**src/rtl/window_avg_reg_if.sv**
```systemverilog
// Sample/result bundle for the sliding-window register.
// master drives samples and control; slave is the window register itself.
interface window_avg_reg_if #(
  parameter int unsigned DATA_WIDTH = 12,
  parameter int unsigned DEPTH      = 8
) ();
  localparam int unsigned LOG2D     = $clog2(DEPTH);
  localparam int unsigned SUM_WIDTH = DATA_WIDTH + LOG2D;
  localparam int unsigned CNT_WIDTH = LOG2D + 1;

  logic                  en;
  logic                  clr;
  logic [DATA_WIDTH-1:0] d;
  logic                  d_valid;
  logic [DATA_WIDTH-1:0] q;
  logic                  q_valid;
  logic [SUM_WIDTH-1:0]  sum;
  logic [DATA_WIDTH-1:0] avg;
  logic [CNT_WIDTH-1:0]  count;
  logic                  full;

  modport master (
    output en, clr, d, d_valid,
    input  q, q_valid, sum, avg, count, full
  );

  modport slave (
    input  en, clr, d, d_valid,
    output q, q_valid, sum, avg, count, full
  );
endinterface

```
**src/rtl/window_avg_reg.sv**
```systemverilog
// Sliding-window sample register: DEPTH-deep shift register with a running
// sum, power-of-two floor average, and a saturating fill counter.
module window_avg_reg #(
  parameter int unsigned DATA_WIDTH = 12,
  parameter int unsigned DEPTH      = 8
) (
  input  logic              clk,
  input  logic              rst,
  window_avg_reg_if.slave   bus
);
  localparam int unsigned LOG2D     = $clog2(DEPTH);
  localparam int unsigned SUM_WIDTH = DATA_WIDTH + LOG2D;
  localparam int unsigned CNT_WIDTH = LOG2D + 1;

  logic [DATA_WIDTH-1:0] stage_q [DEPTH];
  logic [DATA_WIDTH-1:0] stage_d [DEPTH];
  logic [SUM_WIDTH-1:0]  sum_q, sum_d;
  logic [CNT_WIDTH-1:0]  count_q, count_d;
  logic                  full;

  assign full = (count_q == CNT_WIDTH'(DEPTH));

  // Next-state: clr flushes, an accepted sample shifts in, otherwise hold.
  always_comb begin
    stage_d = stage_q;
    sum_d   = sum_q;
    count_d = count_q;
    if (bus.clr) begin
      for (int unsigned i = 0; i < DEPTH; i++) stage_d[i] = '0;
      sum_d   = '0;
      count_d = '0;
    end else if (bus.en && bus.d_valid) begin
      stage_d[0] = bus.d;
      for (int unsigned i = 1; i < DEPTH; i++) stage_d[i] = stage_q[i-1];
      // Empty stages hold 0, so the running sum never wraps either way.
      sum_d = sum_q + SUM_WIDTH'(bus.d) - SUM_WIDTH'(stage_q[DEPTH-1]);
      if (!full) count_d = count_q + CNT_WIDTH'(1);
    end
  end

  // State registers with synchronous reset taking priority over everything.
  always_ff @(posedge clk) begin
    if (rst) begin
      for (int unsigned i = 0; i < DEPTH; i++) stage_q[i] <= '0;
      sum_q   <= '0;
      count_q <= '0;
    end else begin
      stage_q <= stage_d;
      sum_q   <= sum_d;
      count_q <= count_d;
    end
  end

  assign bus.q       = stage_q[DEPTH-1];
  assign bus.sum     = sum_q;
  assign bus.avg     = sum_q[SUM_WIDTH-1:LOG2D];
  assign bus.count   = count_q;
  assign bus.full    = full;
  assign bus.q_valid = full;
endmodule
```
**src/flat_wrapper.sv**
```systemverilog
// flat-port wrapper written by rule: the top's interface ports become plain ports
module window_avg_reg_flat 
#(
  parameter int unsigned DATA_WIDTH = 12,
  parameter int unsigned DEPTH      = 8
)
  (clk, rst, bus_en, bus_clr, bus_d, bus_d_valid, bus_q, bus_q_valid, bus_sum, bus_avg, bus_count, bus_full);
  window_avg_reg_if #(.DATA_WIDTH(DATA_WIDTH), .DEPTH(DEPTH)) bus_i ();
  input  logic clk;
  input  logic rst;
  input wire logic [$bits(bus_i.en)-1:0] bus_en;
  input wire logic [$bits(bus_i.clr)-1:0] bus_clr;
  input wire logic [$bits(bus_i.d)-1:0] bus_d;
  input wire logic [$bits(bus_i.d_valid)-1:0] bus_d_valid;
  output wire logic [$bits(bus_i.q)-1:0] bus_q;
  output wire logic [$bits(bus_i.q_valid)-1:0] bus_q_valid;
  output wire logic [$bits(bus_i.sum)-1:0] bus_sum;
  output wire logic [$bits(bus_i.avg)-1:0] bus_avg;
  output wire logic [$bits(bus_i.count)-1:0] bus_count;
  output wire logic [$bits(bus_i.full)-1:0] bus_full;
  assign bus_i.en = bus_en;
  assign bus_i.clr = bus_clr;
  assign bus_i.d = bus_d;
  assign bus_i.d_valid = bus_d_valid;
  assign bus_q = bus_i.q;
  assign bus_q_valid = bus_i.q_valid;
  assign bus_sum = bus_i.sum;
  assign bus_avg = bus_i.avg;
  assign bus_count = bus_i.count;
  assign bus_full = bus_i.full;
  window_avg_reg #(.DATA_WIDTH(DATA_WIDTH), .DEPTH(DEPTH)) u_core (.clk(clk), .rst(rst), .bus(bus_i));
endmodule
```
**config.mk**
```make
export PLATFORM = sky130hd
export DESIGN_NAME = window_avg_reg_flat
export DESIGN_NICKNAME = d
export VERILOG_FILES = /design/src/rtl/window_avg_reg_if.sv /design/src/rtl/window_avg_reg.sv /design/src/flat_wrapper.sv
export SDC_FILE = /design/constraint.sdc
export NUM_CORES = 1
export LEC_CHECK = 0
export CAP_MARGIN = 5
export CORE_MARGIN = 2
export CORE_UTILIZATION = 60
export CTS_BUF_LIST = sky130_fd_sc_hd__clkbuf_2
export CTS_CLUSTER_SIZE = 30
export DETAILED_ROUTE_END_ITERATION = 7
export DONT_BUFFER_PORTS = 1
export HOLD_SLACK_MARGIN = 0.05
export PLACE_DENSITY = 0.84
export SLEW_MARGIN = 40
export SYNTH_ARGS = -nofsm -noshare
export SYNTH_HDL_FRONTEND = slang
export SYNTH_SLANG_ARGS = --single-unit
export TNS_END_PERCENT = 50
```
**constraint.sdc**
```tcl
create_clock -name clk -period 4.4 [get_ports clk]
set_input_delay 0.88 -clock clk [delete_from_list [all_inputs] [get_ports clk]]
set_output_delay 0.88 -clock clk [all_outputs]
set_load 0.05 [all_outputs]
```
==> impl_table.tex <==
\begin{tabular}{lr}
\hline
Metric & Value \\
\hline
\multicolumn{2}{l}{\textbf{Run status}} \\
\quad Result of the run & completed \\
\multicolumn{2}{l}{\textbf{Worst setup path}} \\
\quad Worst-case reg-to-reg path depth & 9 \\
\quad Internal reg-to-reg setup slack & 0.99 ns \\
\quad Critical Path End Type & flop \\
\quad Data arrival time of the critical path & between 3 and 4 ns \\
\quad FF-to-FF End & u\_core.bus.sum[14]\$\_SDFFE\_PP0P\_ \\
\quad Worst path cell trace & inv\_1 > fa\_1 > fa\_1 > nor2b\_1 > o2111ai\_1 > a211oi\_1 > or4\_1 > o2111ai\_1 > a221o\_2 \\
\quad CP max FO & 4 \\
\quad Worst EP required & 4.98 ns \\
\quad Category of the worst setup path launch point & flop \\
\quad Start of the worst register-to-register path & u\_core.bus.sum[1]\$\_SDFFE\_PP0P\_ \\
\quad Crit-path max cell delay & 0.72 ns \\
\quad Category of the critical setup timing path & reg -> reg \\
\quad Critical Path Slowest Stage Cell & sky130\_fd\_sc\_hd\_\_dfxtp\_1 \\
\multicolumn{2}{l}{\textbf{STA}} \\
\quad Total setup violations reported at the end of the flow & 0 \\
\quad RSZ-0062 raised after global routing & no \\
\quad Slew headroom & 53.44\% \\
\quad Maximum frequency from static timing analysis & 293.7 MHz \\
\quad Number of max-slew violations in the final report & 0 \\
\quad Hold Fails Final Rpt & 0 \\
\quad Clock Skew & 0.05480 ns \\
\quad Final period util & slightly below 80\% \\
\quad Post-layout min period & roughly 3.4 ns \\
\quad Final TNS setup & 0 ns \\
\quad Slew at the pin closest to its max-slew limit & 0.6958 ns \\
\multicolumn{2}{l}{\textbf{Flow run}} \\
\quad Maxcap violations & 0 \\
\multicolumn{2}{l}{\textbf{Clocking}} \\
\quad Number of clock sinks seen by CTS & roughly 120 \\
\quad Total setup buffers inserted after CTS & 0 \\
\quad Hold bufs inserted after CTS & 0 \\
\quad Clock slew at reported path FFs & about 0.22 ns \\
\quad Post-cts gate resize count & 0 \\
\quad Clock tree from TritonCTS & done \\
\quad Number of clock buffers inserted by TritonCTS & 17 \\
\quad Root buffer selected by CTS & sky130\_fd\_sc\_hd\_\_clkbuf\_2 \\
\quad H-Tree Depth & 4 \\
\quad Worst skew pair latency & 0.67 ns \\
\quad Maximum clock path buffer count & 2 \\
\multicolumn{2}{l}{\textbf{Logic synthesis}} \\
\quad Flop and latch count out of synthesis & 115 \\
\quad Share of Yosys cell area claimed by the top area cell type & 43.04\% \\
\quad Number of enable flip-flop cells after synthesis & 0 \\
\quad Leading cell types by total area after synthesis & sky130\_fd\_sc\_hd\_\_dfxtp\_1 43\%, sky130\_fd\_sc\_hd\_\_nand2\_1 15\%, sky130\_fd\_sc\_hd\_\_a21oi\_1 9.9\% \\
\quad Synthesized area per cell & 7.809 sq um \\
\quad Synthesized instance count & 685 \\
\quad Sequential area share after synthesis & between 40 and 50\% \\
\quad Syn\_nets & 731 \\
\quad Yosys warning total & 0 \\
\quad Adder-cell share of the synthesized area & 8.468\% \\
\quad Share of the synthesized area in compound gates (AO/OA/AOI/OAI) & 16.70\% \\
\quad Number of distinct standard cells referenced by the synthesized netlist & 44 \\
\quad Proportion of register bits with asynchronous set or reset after synthesis & 0\% \\
\quad Mux contribution to synthesized area & less than 1\% \\
\quad Synthesized area & 5349 sq um \\
\quad Most instantiated flip-flop cell in the synthesis netlist & sky130\_fd\_sc\_hd\_\_dfxtp\_1 \\
\quad Fraction of the mapped netlist area in simple logic gates & 20.00\% \\
\quad Xor/xnor cell area share of the yosys netlist & around 1.5\% \\
\quad Dominant combinational cell family by area after synthesis & simple AND/OR/NAND/NOR gates \\
\quad Biggest area consumer among synthesized cells & sky130\_fd\_sc\_hd\_\_dfxtp\_1 \\
\multicolumn{2}{l}{\textbf{Routing}} \\
\quad Total routed wirelength & about 12000 microns \\
\quad Initial DRT Pass Iterations & 6 \\
\quad Detail-routed via count per cell & roughly 5.6 \\
\quad ANT nets after route & 0 \\
\quad Drt initial violations & between 200 and 250 \\
\quad Count of vias placed by the detailed router & 4315 \\
\quad Routed WL per cell & 14.88 microns \\
\quad Drc violations & 0 \\
\multicolumn{2}{l}{\textbf{Finish}} \\
\quad Antenna Cells & 0 \\
\quad Layout fillers & about 770 \\
\quad Area growth from synthesis to layout & 3.275\% \\
\quad Layout cells sized above 1 & 8.234\% \\
\quad Final-stage net count & 701 \\
\quad Cell area after layout & 5524 sq um \\
\multicolumn{2}{l}{\textbf{Hold path}} \\
\quad Startpoint of the tightest hold check path & bus\_d[9] \\
\quad Hold Path Depth & 2 \\
\quad Worst hold-check path type & in -> reg \\
\quad Worst Hold Path EP & u\_core.stage\_q[93]\$\_SDFFE\_PP0P\_ \\
\multicolumn{2}{l}{\textbf{Die}} \\
\quad Die W & 98.42 microns \\
\quad Number of I/O pins & just over 60 \\
\quad Die area & 9687 sq um \\
\quad Effective utilization at floorplan & about three fifths \\
\quad \# rows & 34 \\
\quad Die height & approximately 98 microns \\
\quad Standard cell core area & 8678 sq um \\
\multicolumn{2}{l}{\textbf{Global route}} \\
\quad Via count of the first global-routing pass & 4098 \\
\quad Number of antenna violations at the first check in global routing & 0 \\
\quad Overflow left after global routing & 0 \\
\quad Total global routing track utilization & 24.97\% \\
\quad Wire length of the first global-routing pass & 19290 microns \\
\quad Maximum number of pins on one net before global-route repair & 65 \\
\multicolumn{2}{l}{\textbf{Placement}} \\
\quad Placed standard-cell area & 5270 sq um \\
\quad Number of buffers added on ports & 0 \\
\quad Final HPWL from detailed placement & 8135 microns \\
\quad Routability-driven placement congestion ratio & 0.9142 \\
\multicolumn{2}{l}{\textbf{Power and ir drop}} \\
\quad Net switching fraction of the power & 30.07\% \\
\quad Leak & 2.025 nW \\
\quad Total net switching power & 630.3 uW \\
\quad Power per Cell Area & 379.5 nW/um\^{}2 \\
\quad Flop pwr share & about half \\
\quad Total internal power & 1.466 mW \\
\quad Combinational cell fraction of total power & 14.1\% \\
\quad VDD IR-drop max & 0.2547 mV \\
\quad Clock power frac & 34.9\% \\
\hline
\end{tabular}
[cells in the final DEF (no fill, tap or decap), types with 2 or more instances in the layout]
cell type                    netlist  final
sky130_fd_sc_hd__nor2_1           18     18
sky130_fd_sc_hd__dfxtp_2           0      2
sky130_fd_sc_hd__a22o_1            4      4
sky130_fd_sc_hd__nand3_1           5      5
sky130_fd_sc_hd__bufinv_16         0      3
sky130_fd_sc_hd__clkinv_4          0      2
sky130_fd_sc_hd__buf_4            27     15
sky130_fd_sc_hd__o2111ai_1         3      3
sky130_fd_sc_hd__and2_1            3      2
sky130_fd_sc_hd__clkinv_1          0      2
sky130_fd_sc_hd__clkinvlp_4        0      4
sky130_fd_sc_hd__a221o_1           2      2
sky130_fd_sc_hd__nand2_1         211    210
sky130_fd_sc_hd__ha_1             17     17
sky130_fd_sc_hd__nand4_1           3      3
sky130_fd_sc_hd__or4_1             5      5
sky130_fd_sc_hd__a211oi_1          5      5
sky130_fd_sc_hd__or2_2             2      2
sky130_fd_sc_hd__o21ai_0           9      9
sky130_fd_sc_hd__nor3_1            7      7
sky130_fd_sc_hd__a21oi_1         106    106
sky130_fd_sc_hd__a31oi_1           2      2
sky130_fd_sc_hd__fa_1             12     12
sky130_fd_sc_hd__inv_1            53     53
sky130_fd_sc_hd__clkbuf_2          0     19
sky130_fd_sc_hd__xnor2_1           6      6
sky130_fd_sc_hd__o21a_1            3      3
sky130_fd_sc_hd__or3_1             2      2
sky130_fd_sc_hd__nor2b_1           2      2
sky130_fd_sc_hd__dfxtp_1         115    113
sky130_fd_sc_hd__xor2_1            3      3
sky130_fd_sc_hd__a21o_1            8      8
[stage by stage]
| step | power, mW | hold WS, ns | util [%] | std cells | setup WS [ns] |
|---|---|---|---|---|---|
| after CTS | 2.107 | 0.2812 | 63.65 | 776 | 0.9828 |
| after floorplan | 1.330 | 0.4321 | - | 685 | 1.195 |
| after detailed placement | 1.381 | 0.4419 | 60.73 | 744 | 0.8502 |
| after global placement | 1.380 | 0.4361 | 60.68 | 744 | 0.8961 |
| final | 2.096 | 0.3076 | 63.65 | 776 | 0.9949 |
| after global routing | 2.186 | 0.2785 | 63.65 | 776 | 0.8270 |
[cell families after synthesis]
group / Yosys count
simple gates: 263
mux: 1
buf+inv: 117
xor+xnor: 9
flops: 115
compound gates: 151
fa+ha+maj: 29
[state kept, by name, indices dropped and copies added (netlist names)]
register / count
u_core.bus.count: 4
u_core.bus.q: 12
u_core.bus.sum: 15
u_core.stage_q: 84
[synthesized netlist by cell type, drive strengths merged, types with 3 or more instances]
cell type and number:
nand2 211, dfxtp 115, a21oi 106, inv 53, buf 36, clkbuf 28, nor2 18, ha 17
fa 12, o21ai 9, a21o 8, nor3 7, xnor2 6, a211oi 5, nand3 5, or4 5
a22o 4, a221o 3, and2 3, nand4 3, o2111ai 3, o21a 3, or2 3, xor2 3
[cell type report]
type / instances / area (sq um) / area share (%)
Clock buffer: 19 / 95.09 / 1.721
Sequential cell: 115 / 2305 / 41.72
Inverter: 53 / 198.9 / 3.601
Tap cell: 108 / 135.1 / 2.446
Timing Repair Buffer: 15 / 112.6 / 2.039
Multi-Input combinational cell: 453 / 2519 / 45.59
Clock inverter: 13 / 158.9 / 2.877
[worst max path at each step]
stage                                         from                         endpoint  slack (ns)  depth (start not counted)
finish              u_core.bus.sum[1]$_SDFFE_PP0P_  u_core.bus.sum[14]$_SDFFE_PP0P_        0.99                          9
detailed placement                       bus_d[10]  u_core.bus.sum[14]$_SDFFE_PP0P_        0.85                         10
global placement                         bus_d[10]  u_core.bus.sum[14]$_SDFFE_PP0P_        0.90                         10
floorplan                                 bus_d[7]  u_core.bus.sum[14]$_SDFFE_PP0P_        1.19                         10
global route        u_core.bus.sum[1]$_SDFFE_PP0P_  u_core.bus.sum[14]$_SDFFE_PP0P_        0.83                          9
CTS                 u_core.bus.sum[1]$_SDFFE_PP0P_  u_core.bus.sum[14]$_SDFFE_PP0P_        0.98                          9
[per-layer routing]
layer	GRT usage, %	part of all wire (%)	up-vias
met3	7.943	7.0	19
met4	8.851	1.3	0
met5	0	0	-
met1	33.27	45	2041
li1	-	-	2147
met2	38.57	47	108
[critical path: cells and delay by family (launching register included)]
family	cells	cell delay, ns
adders and majority gates	2	1.02
DFF	1	0.72
AOI/OAI and AO/OA	4	1.02
buffers and inverters	1	0.15
and+or+nand+nor	2	0.41
[power by group through the flow]
stage / Sequential [mW] / Clock, mW / Combinational (mW)
after floorplan: 1.10 / 0 / 0.229
after global placement: 1.09 / 0 / 0.290
after detailed placement: 1.09 / 0 / 0.291
after CTS: 1.07 / 0.746 / 0.293
after global routing: 1.07 / 0.790 / 0.327
final: 1.07 / 0.732 / 0.296
No activity file was read; power rests on OpenSTA's default activity.
